===== src/rtl/m_lsu_pkg.sv =====
// Shared definitions for the M-stage load/store unit: memOp codes, exception
// codes and FSM state encodings.
package m_lsu_pkg;

  localparam logic [3:0] memOp_nope = 4'd0;
  localparam logic [3:0] memOp_w    = 4'd1;
  localparam logic [3:0] memOp_h    = 4'd2;
  localparam logic [3:0] memOp_b    = 4'd3;
  localparam logic [3:0] memOp_hu   = 4'd4;
  localparam logic [3:0] memOp_bu   = 4'd5;

  localparam logic [4:0] exc_AdEL = 5'd4;
  localparam logic [4:0] exc_AdES = 5'd5;
  localparam logic [4:0] exc_DBE  = 5'd7;

  typedef enum logic [1:0] {
    lsu_IDLE = 2'd0,
    lsu_BUS  = 2'd1,
    lsu_DONE = 2'd2
  } lsu_state_t;

  // Codes above bu are not memory operations and behave like nope.
  function automatic logic is_mem_op(input logic [3:0] op);
    return (op >= memOp_w) && (op <= memOp_bu);
  endfunction

endpackage


===== src/rtl/m_lsu_if.sv =====
// Word bus between the load/store unit (master) and data memory (slave).
// Handshake: master raises bus_req with all fields stable and holds them until
// the single-cycle bus_ack; bus_rdata is valid only in the bus_ack cycle.
interface m_lsu_if;
  logic        bus_req;
  logic        bus_we;
  logic [31:0] bus_addr;
  logic [3:0]  bus_be;
  logic [31:0] bus_wdata;
  logic        bus_ack;
  logic [31:0] bus_rdata;

  modport master (
    output bus_req, bus_we, bus_addr, bus_be, bus_wdata,
    input  bus_ack, bus_rdata
  );

  modport slave (
    input  bus_req, bus_we, bus_addr, bus_be, bus_wdata,
    output bus_ack, bus_rdata
  );
endinterface


===== src/rtl/m_lsu_align.sv =====
// Combinational datapath of the load/store unit: alignment check, byte
// enables, write-lane replication, and load byte/half extraction with extension.
module m_lsu_align
  import m_lsu_pkg::*;
(
  input  logic [3:0]  i_op,
  input  logic [1:0]  i_addr_lo,
  input  logic [31:0] i_wdata,
  input  logic [3:0]  i_ld_op,
  input  logic [1:0]  i_ld_addr_lo,
  input  logic [31:0] i_ld_word,
  output logic        o_misalign,
  output logic [3:0]  o_be,
  output logic [31:0] o_lanes,
  output logic [31:0] o_ld_data
);

  logic [7:0]  w_byte;
  logic [15:0] w_half;

  // hu/bu share h/b enables and lanes, which also covers stores coded as hu/bu.
  always_comb begin
    o_misalign = 1'b0;
    o_be       = 4'b1111;
    o_lanes    = i_wdata;
    case (i_op)
      memOp_w: o_misalign = (i_addr_lo != 2'b00);
      memOp_h, memOp_hu: begin
        o_misalign = i_addr_lo[0];
        o_be       = i_addr_lo[1] ? 4'b1100 : 4'b0011;
        o_lanes    = {2{i_wdata[15:0]}};
      end
      memOp_b, memOp_bu: begin
        o_be    = 4'b0001 << i_addr_lo;
        o_lanes = {4{i_wdata[7:0]}};
      end
      default: ;
    endcase
  end

  assign w_half = i_ld_addr_lo[1] ? i_ld_word[31:16] : i_ld_word[15:0];

  always_comb begin
    w_byte = i_ld_word[7:0];
    case (i_ld_addr_lo)
      2'd1:    w_byte = i_ld_word[15:8];
      2'd2:    w_byte = i_ld_word[23:16];
      2'd3:    w_byte = i_ld_word[31:24];
      default: w_byte = i_ld_word[7:0];
    endcase
  end

  always_comb begin
    o_ld_data = i_ld_word;
    case (i_ld_op)
      memOp_h:  o_ld_data = {{16{w_half[15]}}, w_half};
      memOp_hu: o_ld_data = {16'h0000, w_half};
      memOp_b:  o_ld_data = {{24{w_byte[7]}}, w_byte};
      memOp_bu: o_ld_data = {24'h000000, w_byte};
      default:  o_ld_data = i_ld_word;
    endcase
  end

endmodule


===== src/rtl/m_lsu.sv =====
// M-stage load/store initiator: accepts one memory op, runs it over the word
// bus with a timeout, and returns extended load data or an exception.
module m_lsu
  import m_lsu_pkg::*;
#(
  parameter int TIMEOUT_CYC = 255
) (
  input  logic        clk,
  input  logic        reset_n,
  input  logic        req_valid,
  input  logic [3:0]  mem_op,
  input  logic        mem_write,
  input  logic [31:0] addr,
  input  logic [31:0] wdata,
  input  logic [31:0] pc,
  output logic        stall,
  output logic        done,
  output logic [31:0] rdata,
  output logic        exc,
  output logic [4:0]  exc_code,
  output logic [31:0] exc_pc,
  output lsu_state_t  dbg_state,
  m_lsu_if.master     bus
);

  localparam int              CW   = $clog2(TIMEOUT_CYC + 1);
  localparam logic [CW-1:0]   LAST = CW'(TIMEOUT_CYC - 1);

  lsu_state_t    r_state;
  logic [CW-1:0] r_cnt;
  logic [3:0]    r_op;
  logic [1:0]    r_addr_lo;
  logic          r_bus_req;
  logic          r_bus_we;
  logic [31:0]   r_bus_addr;
  logic [3:0]    r_bus_be;
  logic [31:0]   r_bus_wdata;
  logic          r_done;
  logic [31:0]   r_rdata;
  logic          r_exc;
  logic [4:0]    r_exc_code;
  logic [31:0]   r_exc_pc;

  logic          w_access;
  logic          w_misalign;
  logic [3:0]    w_be;
  logic [31:0]   w_lanes;
  logic [31:0]   w_ld_data;

  m_lsu_align u_align (
    .i_op         (mem_op),
    .i_addr_lo    (addr[1:0]),
    .i_wdata      (wdata),
    .i_ld_op      (r_op),
    .i_ld_addr_lo (r_addr_lo),
    .i_ld_word    (bus.bus_rdata),
    .o_misalign   (w_misalign),
    .o_be         (w_be),
    .o_lanes      (w_lanes),
    .o_ld_data    (w_ld_data)
  );

  assign w_access = req_valid & is_mem_op(mem_op);
  assign stall    = (r_state == lsu_BUS) | ((r_state == lsu_IDLE) & w_access);

  assign bus.bus_req   = r_bus_req;
  assign bus.bus_we    = r_bus_we;
  assign bus.bus_addr  = r_bus_addr;
  assign bus.bus_be    = r_bus_be;
  assign bus.bus_wdata = r_bus_wdata;
  assign done          = r_done;
  assign rdata         = r_rdata;
  assign exc           = r_exc;
  assign exc_code      = r_exc_code;
  assign exc_pc        = r_exc_pc;
  assign dbg_state     = r_state;

  always_ff @(posedge clk or negedge reset_n) begin
    if (!reset_n) begin
      r_state     <= lsu_IDLE;
      r_cnt       <= '0;
      r_op        <= memOp_nope;
      r_addr_lo   <= 2'b00;
      r_bus_req   <= 1'b0;
      r_bus_we    <= 1'b0;
      r_bus_addr  <= 32'h0;
      r_bus_be    <= 4'h0;
      r_bus_wdata <= 32'h0;
      r_done      <= 1'b0;
      r_rdata     <= 32'h0;
      r_exc       <= 1'b0;
      r_exc_code  <= 5'h0;
      r_exc_pc    <= 32'h0;
    end else begin
      case (r_state)
        lsu_IDLE: begin
          if (w_access) begin
            r_exc_pc  <= pc;
            r_op      <= mem_op;
            r_addr_lo <= addr[1:0];
            if (w_misalign) begin
              r_state    <= lsu_DONE;
              r_done     <= 1'b1;
              r_exc      <= 1'b1;
              r_exc_code <= mem_write ? exc_AdES : exc_AdEL;
              r_rdata    <= 32'h0;
            end else begin
              r_state     <= lsu_BUS;
              r_bus_req   <= 1'b1;
              r_bus_we    <= mem_write;
              r_bus_addr  <= {addr[31:2], 2'b00};
              r_bus_be    <= w_be;
              r_bus_wdata <= w_lanes;
              r_cnt       <= '0;
            end
          end
        end
        lsu_BUS: begin
          // Ack wins over the timeout on the final counted cycle.
          if (bus.bus_ack) begin
            r_state    <= lsu_DONE;
            r_bus_req  <= 1'b0;
            r_done     <= 1'b1;
            r_exc      <= 1'b0;
            r_exc_code <= 5'h0;
            r_rdata    <= r_bus_we ? 32'h0 : w_ld_data;
          end else if (r_cnt == LAST) begin
            r_state    <= lsu_DONE;
            r_bus_req  <= 1'b0;
            r_done     <= 1'b1;
            r_exc      <= 1'b1;
            r_exc_code <= exc_DBE;
            r_rdata    <= 32'h0;
          end else begin
            r_cnt <= r_cnt + CW'(1);
          end
        end
        lsu_DONE: begin
          r_state <= lsu_IDLE;
          r_done  <= 1'b0;
          r_exc   <= 1'b0;
        end
        default: r_state <= lsu_IDLE;
      endcase
    end
  end

endmodule


===== src/flat_wrapper.sv =====
// flat-port wrapper written by rule: the top's interface ports become plain ports
module m_lsu_flat import m_lsu_pkg::*;
#(
  parameter int TIMEOUT_CYC = 255
)
  (clk, reset_n, req_valid, mem_op, mem_write, addr, wdata, pc, stall, done, rdata, exc, exc_code, exc_pc, dbg_state, bus_bus_req, bus_bus_we, bus_bus_addr, bus_bus_be, bus_bus_wdata, bus_bus_ack, bus_bus_rdata);
  m_lsu_if bus_i ();
  input  logic clk;
  input  logic reset_n;
  input  logic req_valid;
  input  logic [3:0] mem_op;
  input  logic mem_write;
  input  logic [31:0] addr;
  input  logic [31:0] wdata;
  input  logic [31:0] pc;
  output logic stall;
  output logic done;
  output logic [31:0] rdata;
  output logic exc;
  output logic [4:0] exc_code;
  output logic [31:0] exc_pc;
  output lsu_state_t dbg_state;
  output wire logic [$bits(bus_i.bus_req)-1:0] bus_bus_req;
  output wire logic [$bits(bus_i.bus_we)-1:0] bus_bus_we;
  output wire logic [$bits(bus_i.bus_addr)-1:0] bus_bus_addr;
  output wire logic [$bits(bus_i.bus_be)-1:0] bus_bus_be;
  output wire logic [$bits(bus_i.bus_wdata)-1:0] bus_bus_wdata;
  input wire logic [$bits(bus_i.bus_ack)-1:0] bus_bus_ack;
  input wire logic [$bits(bus_i.bus_rdata)-1:0] bus_bus_rdata;
  assign bus_bus_req = bus_i.bus_req;
  assign bus_bus_we = bus_i.bus_we;
  assign bus_bus_addr = bus_i.bus_addr;
  assign bus_bus_be = bus_i.bus_be;
  assign bus_bus_wdata = bus_i.bus_wdata;
  assign bus_i.bus_ack = bus_bus_ack;
  assign bus_i.bus_rdata = bus_bus_rdata;
  m_lsu #(.TIMEOUT_CYC(TIMEOUT_CYC)) u_core (.clk(clk), .reset_n(reset_n), .req_valid(req_valid), .mem_op(mem_op), .mem_write(mem_write), .addr(addr), .wdata(wdata), .pc(pc), .stall(stall), .done(done), .rdata(rdata), .exc(exc), .exc_code(exc_code), .exc_pc(exc_pc), .dbg_state(dbg_state), .bus(bus_i));
endmodule

===== config.mk =====
export PLATFORM = sky130hd
export DESIGN_NAME = m_lsu_flat
export DESIGN_NICKNAME = d
export VERILOG_FILES = /design/src/rtl/m_lsu_pkg.sv /design/src/rtl/m_lsu_if.sv /design/src/rtl/m_lsu_align.sv /design/src/rtl/m_lsu.sv /design/src/flat_wrapper.sv
export SDC_FILE = /design/constraint.sdc
export NUM_CORES = 1
export LEC_CHECK = 0
export CORE_MARGIN = 2
export CORE_UTILIZATION = 44
export DETAILED_ROUTE_END_ITERATION = 6
export GPL_TIMING_DRIVEN = 0
export MAX_ROUTING_LAYER = met4
export PLACE_DENSITY = 0.91
export SLEW_MARGIN = 20
export SYNTH_ARGS = -nofsm -noshare
export SYNTH_HDL_FRONTEND = slang
export SYNTH_SLANG_ARGS = --single-unit

===== constraint.sdc =====
create_clock -name clk -period 2.3 [get_ports clk]
set_input_delay 0.345 -clock clk [delete_from_list [all_inputs] [get_ports clk]]
set_output_delay 0.345 -clock clk [all_outputs]
set_load 0.01 [all_outputs]

==> results.md <==
* Post-Synthesis Cell Area at 6942 um^2
* Peak clock frequency supported by timing at 457.0 MHz
* Skew final at between 8 and 9 ps
* TritonCTS buffer count at 17
* Outcome: completed
* Area added between synthesis and finish at 53.42%
* Worst path most repeated cell: sky130_fd_sc_hd__buf_4
* Global-route wire length before repair at 31,180 um
* Initial antenna violation count at 1
* Die span in x at 129.6 um
* Average routed wire per standard cell at about 18 um
* Synthesized flop and latch total at 153
* Sort of element at the end of the critical path: flop
* Count of buffers from port buffering at 275
* First-iteration detailed-routing DRC count at 400
* Avg Inst Size Synth at 12.40 um^2
* Total Routing Usage GR at 25.11%
* Final-report hold violation count at 0
* Area of the core region at 15,310 um^2
* Count of max-cap constraint violations at 0
* Most frequent cell after synthesis: sky130_fd_sc_hd__dfrtp_1
* Die area at 16,800 um^2
* Number of max-slew violations in the final report at 0
* Type of the worst setup path: input port to flop
* Peak supply drop at between 600 and 700 uV
* Finished Cell Area at 10,650 um^2
* CTS tree: built
* P_int at 7.846 mW
* Delay contributed by the slowest stage of the critical path at approximately 410 ps
* Clock network fraction of design power at 22.7%
* Headroom to the max-slew limit at 43.29%
* Placer Congestion at between 0.8 and 0.9
* Fill count at 1,106
* Total number of vias at 5,687
* Share of flip-flops with an asynchronous set or reset at 100.0%
* Post-route non-filler standard cell count at around 1,100
* Tmin final at ~2200 ps
* Number of enable-type register cells in the synthesized netlist at 0
* Switching power at 3.653 mW
* DRC errors left at 0
* Top cell type by total area after synthesis: sky130_fd_sc_hd__dfrtp_1
* Largest net degree at the start of global routing at 90
* Count of placed standard cells including taps at 1,050
* Die height at 129.6 um
* Leading post-synthesis cells by instance count: 153 x sky130_fd_sc_hd__dfrtp_1, 93 x sky130_fd_sc_hd__mux2_2, 62 x sky130_fd_sc_hd__nor2_1
* Share of the cycle needed by the critical path after routing at 95.13%
* Synth top area share at 55.16%
* Kind of start point of the critical path: input port
* Post-DRT Antenna Nets at 0
* Fraction of power consumed by combinational cells at 40.7%
* Synth warnings at 0
* Min-Delay Path Class: input port to flop
* CP Data Required Time at 2600 ps
* Post-Syn Instances at 560
* Leading register cell type out of synthesis: sky130_fd_sc_hd__dfrtp_1
* Area contributors post-synth: sky130_fd_sc_hd__dfrtp_1 55%, sky130_fd_sc_hd__mux2_2 15%, sky130_fd_sc_hd__o2bb2ai_1 4.5%
* Wirelength, routed at 19,820 um
* Cell type of the slowest stage on the worst timing path: sky130_fd_sc_hd__a2111oi_4
* WP data arrival at 2490 ps
* CTS sink cnt at 153
* Post-layout worst setup margin at 112.0 ps
* Detailed-placement wirelength estimate at 14,740 um
* Largest fanout on the critical path at 10
* Standard cell area after detailed placement at roughly 10,000 um^2
* Buffer cell driving the clock tree root: sky130_fd_sc_hd__clkbuf_16
* Overflow left after global routing at 0
* Clock network latency to the later pin of the worst-skew pair at 420 ps
* I/O pin cnt at 281
* Ratio of routed vias to standard cells at 5.232
* Clock tree buffer depth at 2
* Vias in the first global route at 5,902
* Sequence of cells on the critical path: dlygate4sd2_1, o21bai_4, a2111oi_4, buf_4, buf_4, o21a_2, buf_2, mux2_2
* Detailed Routing Iterations Pass 1 at 4
* Share of total power consumed by net switching at 31.77%
* Initial cell density of the core at 45.33%
* Leakage power summed over all cells at around 4.4 nW
* Clock-pin slew on the worst setup and hold paths at 60 ps
* Post-Place Worst Slack at -917.4 ps
* RSZ-0062 raised after global routing: false
* Sequential fraction of design power at 36.6%
* Cell row count at 45
* Share of post-route cells with drive strength above 1 at 19.43%
* Worst-margin pin slew at 850.6 ps
* Unique cell type count in the Yosys netlist at 52
* H-tree Lvls at 4
* Number of nets at the end of the flow at ~1,000
* Setup Viol. Count Final at 0
* Register area share after synthesis at 55.16%
* Power density cells at between 1000 and 1500 nW/um^2
[routing by layer]
metal	vias up	GRT usage, %	routed length [um]
met4	0	10.44	680
met1	2761	30.44	8070
met3	52	7.762	1534
met5	-	-	0
met2	262	39.08	9533
li1	2612	-	-
[sequential cells by signal, summed over array words and instances, names as in the netlist]
name	flops
u_core.bus.bus_we	1
u_core.exc_pc	32
u_core.exc	1
u_core.dbg_state	2
u_core.r_op	4
u_core.bus.bus_addr	30
u_core.bus.bus_req	1
u_core.r_cnt	8
u_core.exc_code	3
u_core.done	1
u_core.r_addr_lo	2
u_core.bus.bus_be	4
u_core.rdata	32
u_core.bus.bus_wdata	32
[cells by family (layout without fill, tap and decap cells)]
family / after synthesis / after routing / synth area share [%]
AND/OR/NAND/NOR: 110 / 110 / 6.958
flip-flops: 153 / 153 / 55.15
AO/OA/AOI/OAI: 105 / 105 / 11.45
multiplexers: 136 / 136 / 21.77
adder cells (fa/ha/maj): 2 / 2 / 0.3604
buffers and inverters: 46 / 358 / 3.370
other: 1 / 5 / 0.05402
XOR/XNOR: 7 / 7 / 0.8832
[per-stage QoR]
| step | power, mW | utilization (%) | hold WS [ps] | setup TNS (ps) |
|---|---|---|---|---|
| floorplan | 6.177 | - | 49.41 | 0 |
| global placement | 8.729 | 65.10 | 467.0 | -883660 |
| detailed placement | 8.883 | 65.31 | 329.7 | -65110 |
| CTS | 11.55 | 69.40 | 401.8 | 0 |
| global route | 12.11 | 69.54 | 434.5 | 0 |
| finish | 11.50 | 69.54 | 416.3 | 0 |
[cell type report]
type	instances	area [um^2]	share of cell area, %
Clock buffer	19	442.9	4.159
Sequential cell	153	3831	35.97
Tap cell	211	264.0	2.479
Inverter	11	41.29	0.3877
Timing Repair Buffer	282	2828	26.55
Clock inverter	12	103.9	0.9751
Antenna cell	1	2.502	0.02350
Buffer	34	202.7	1.903
Multi-Input combinational cell	364	2934	27.55
[worst max-delay path, delay by kind of cell]
family,cells,cell delay (ps)
muxes,1,380
buffers and inverters,4,940
AOI/OAI and AO/OA,3,810
[what timing repair did]
| item | 4_1_cts | 5_1_grt |
|---|---|---|
| endpoints found under the setup margin | 75 | 64 |
| hold endpoints to repair | 64 | 0 |
| hold buffers | 1 | 0 |
| gates resized for setup | 16 | 6 |
| pin swaps | 1 | 0 |
| setup buffers | 5 | 0 |
[power by group through the flow]
| stage | clock network, mW | registers (mW) | logic (mW) |
|---|---|---|---|
| after global placement | 0 | 4.17 | 4.56 |
| after global routing | 2.78 | 4.33 | 4.99 |
| after CTS | 2.66 | 4.21 | 4.69 |
| after floorplan | 0 | 4.61 | 1.57 |
| after detailed placement | 0 | 4.24 | 4.65 |
| final | 2.61 | 4.21 | 4.68 |
[cell usage in the layout, fill, tap and decap left out, drive strengths merged, types with 3 or more instances in the layout]
| master | synthesis | final |
|---|---|---|
| dlygate4sd2 | 0 | 4 |
| a21oi | 14 | 14 |
| o21a | 3 | 3 |
| o21ai | 25 | 25 |
| nand2b | 8 | 8 |
| mux2i | 16 | 16 |
| or2 | 3 | 3 |
| clkbuf | 12 | 32 |
| nor2 | 62 | 62 |
| clkdlybuf4s50 | 0 | 270 |
| clkinvlp | 0 | 3 |
| nand3 | 4 | 4 |
| mux2 | 120 | 120 |
| nand2 | 20 | 20 |
| xnor2 | 5 | 5 |
| a2bb2oi | 5 | 5 |
| clkinv | 0 | 8 |
| buf | 23 | 28 |
| dfrtp | 153 | 153 |
| inv | 11 | 11 |
| conb | 1 | 4 |
| o2bb2ai | 36 | 36 |
[final timing paths]
| check | from | end | slack (ps) | depth (start not counted) |
|---|---|---|---|---|
| min | mem_op[0] | u_core.bus.bus_be[2] | 420 | 5 |
| max | mem_op[1] | u_core.bus.bus_we | 110 | 8 |
| max reg2reg | u_core.dbg_state[0] | u_core.bus.bus_we | 120 | 6 |
| max in group asynchronous | reset_n | u_core.bus.bus_addr[7] | 1020 | 3 |
| min reg2reg | u_core.bus.bus_addr[20] | u_core.bus.bus_addr[20] | 490 | 1 |
| min in group asynchronous | reset_n | u_core.rdata[26] | 460 | 2 |
Power figures use the tool's default switching activity.
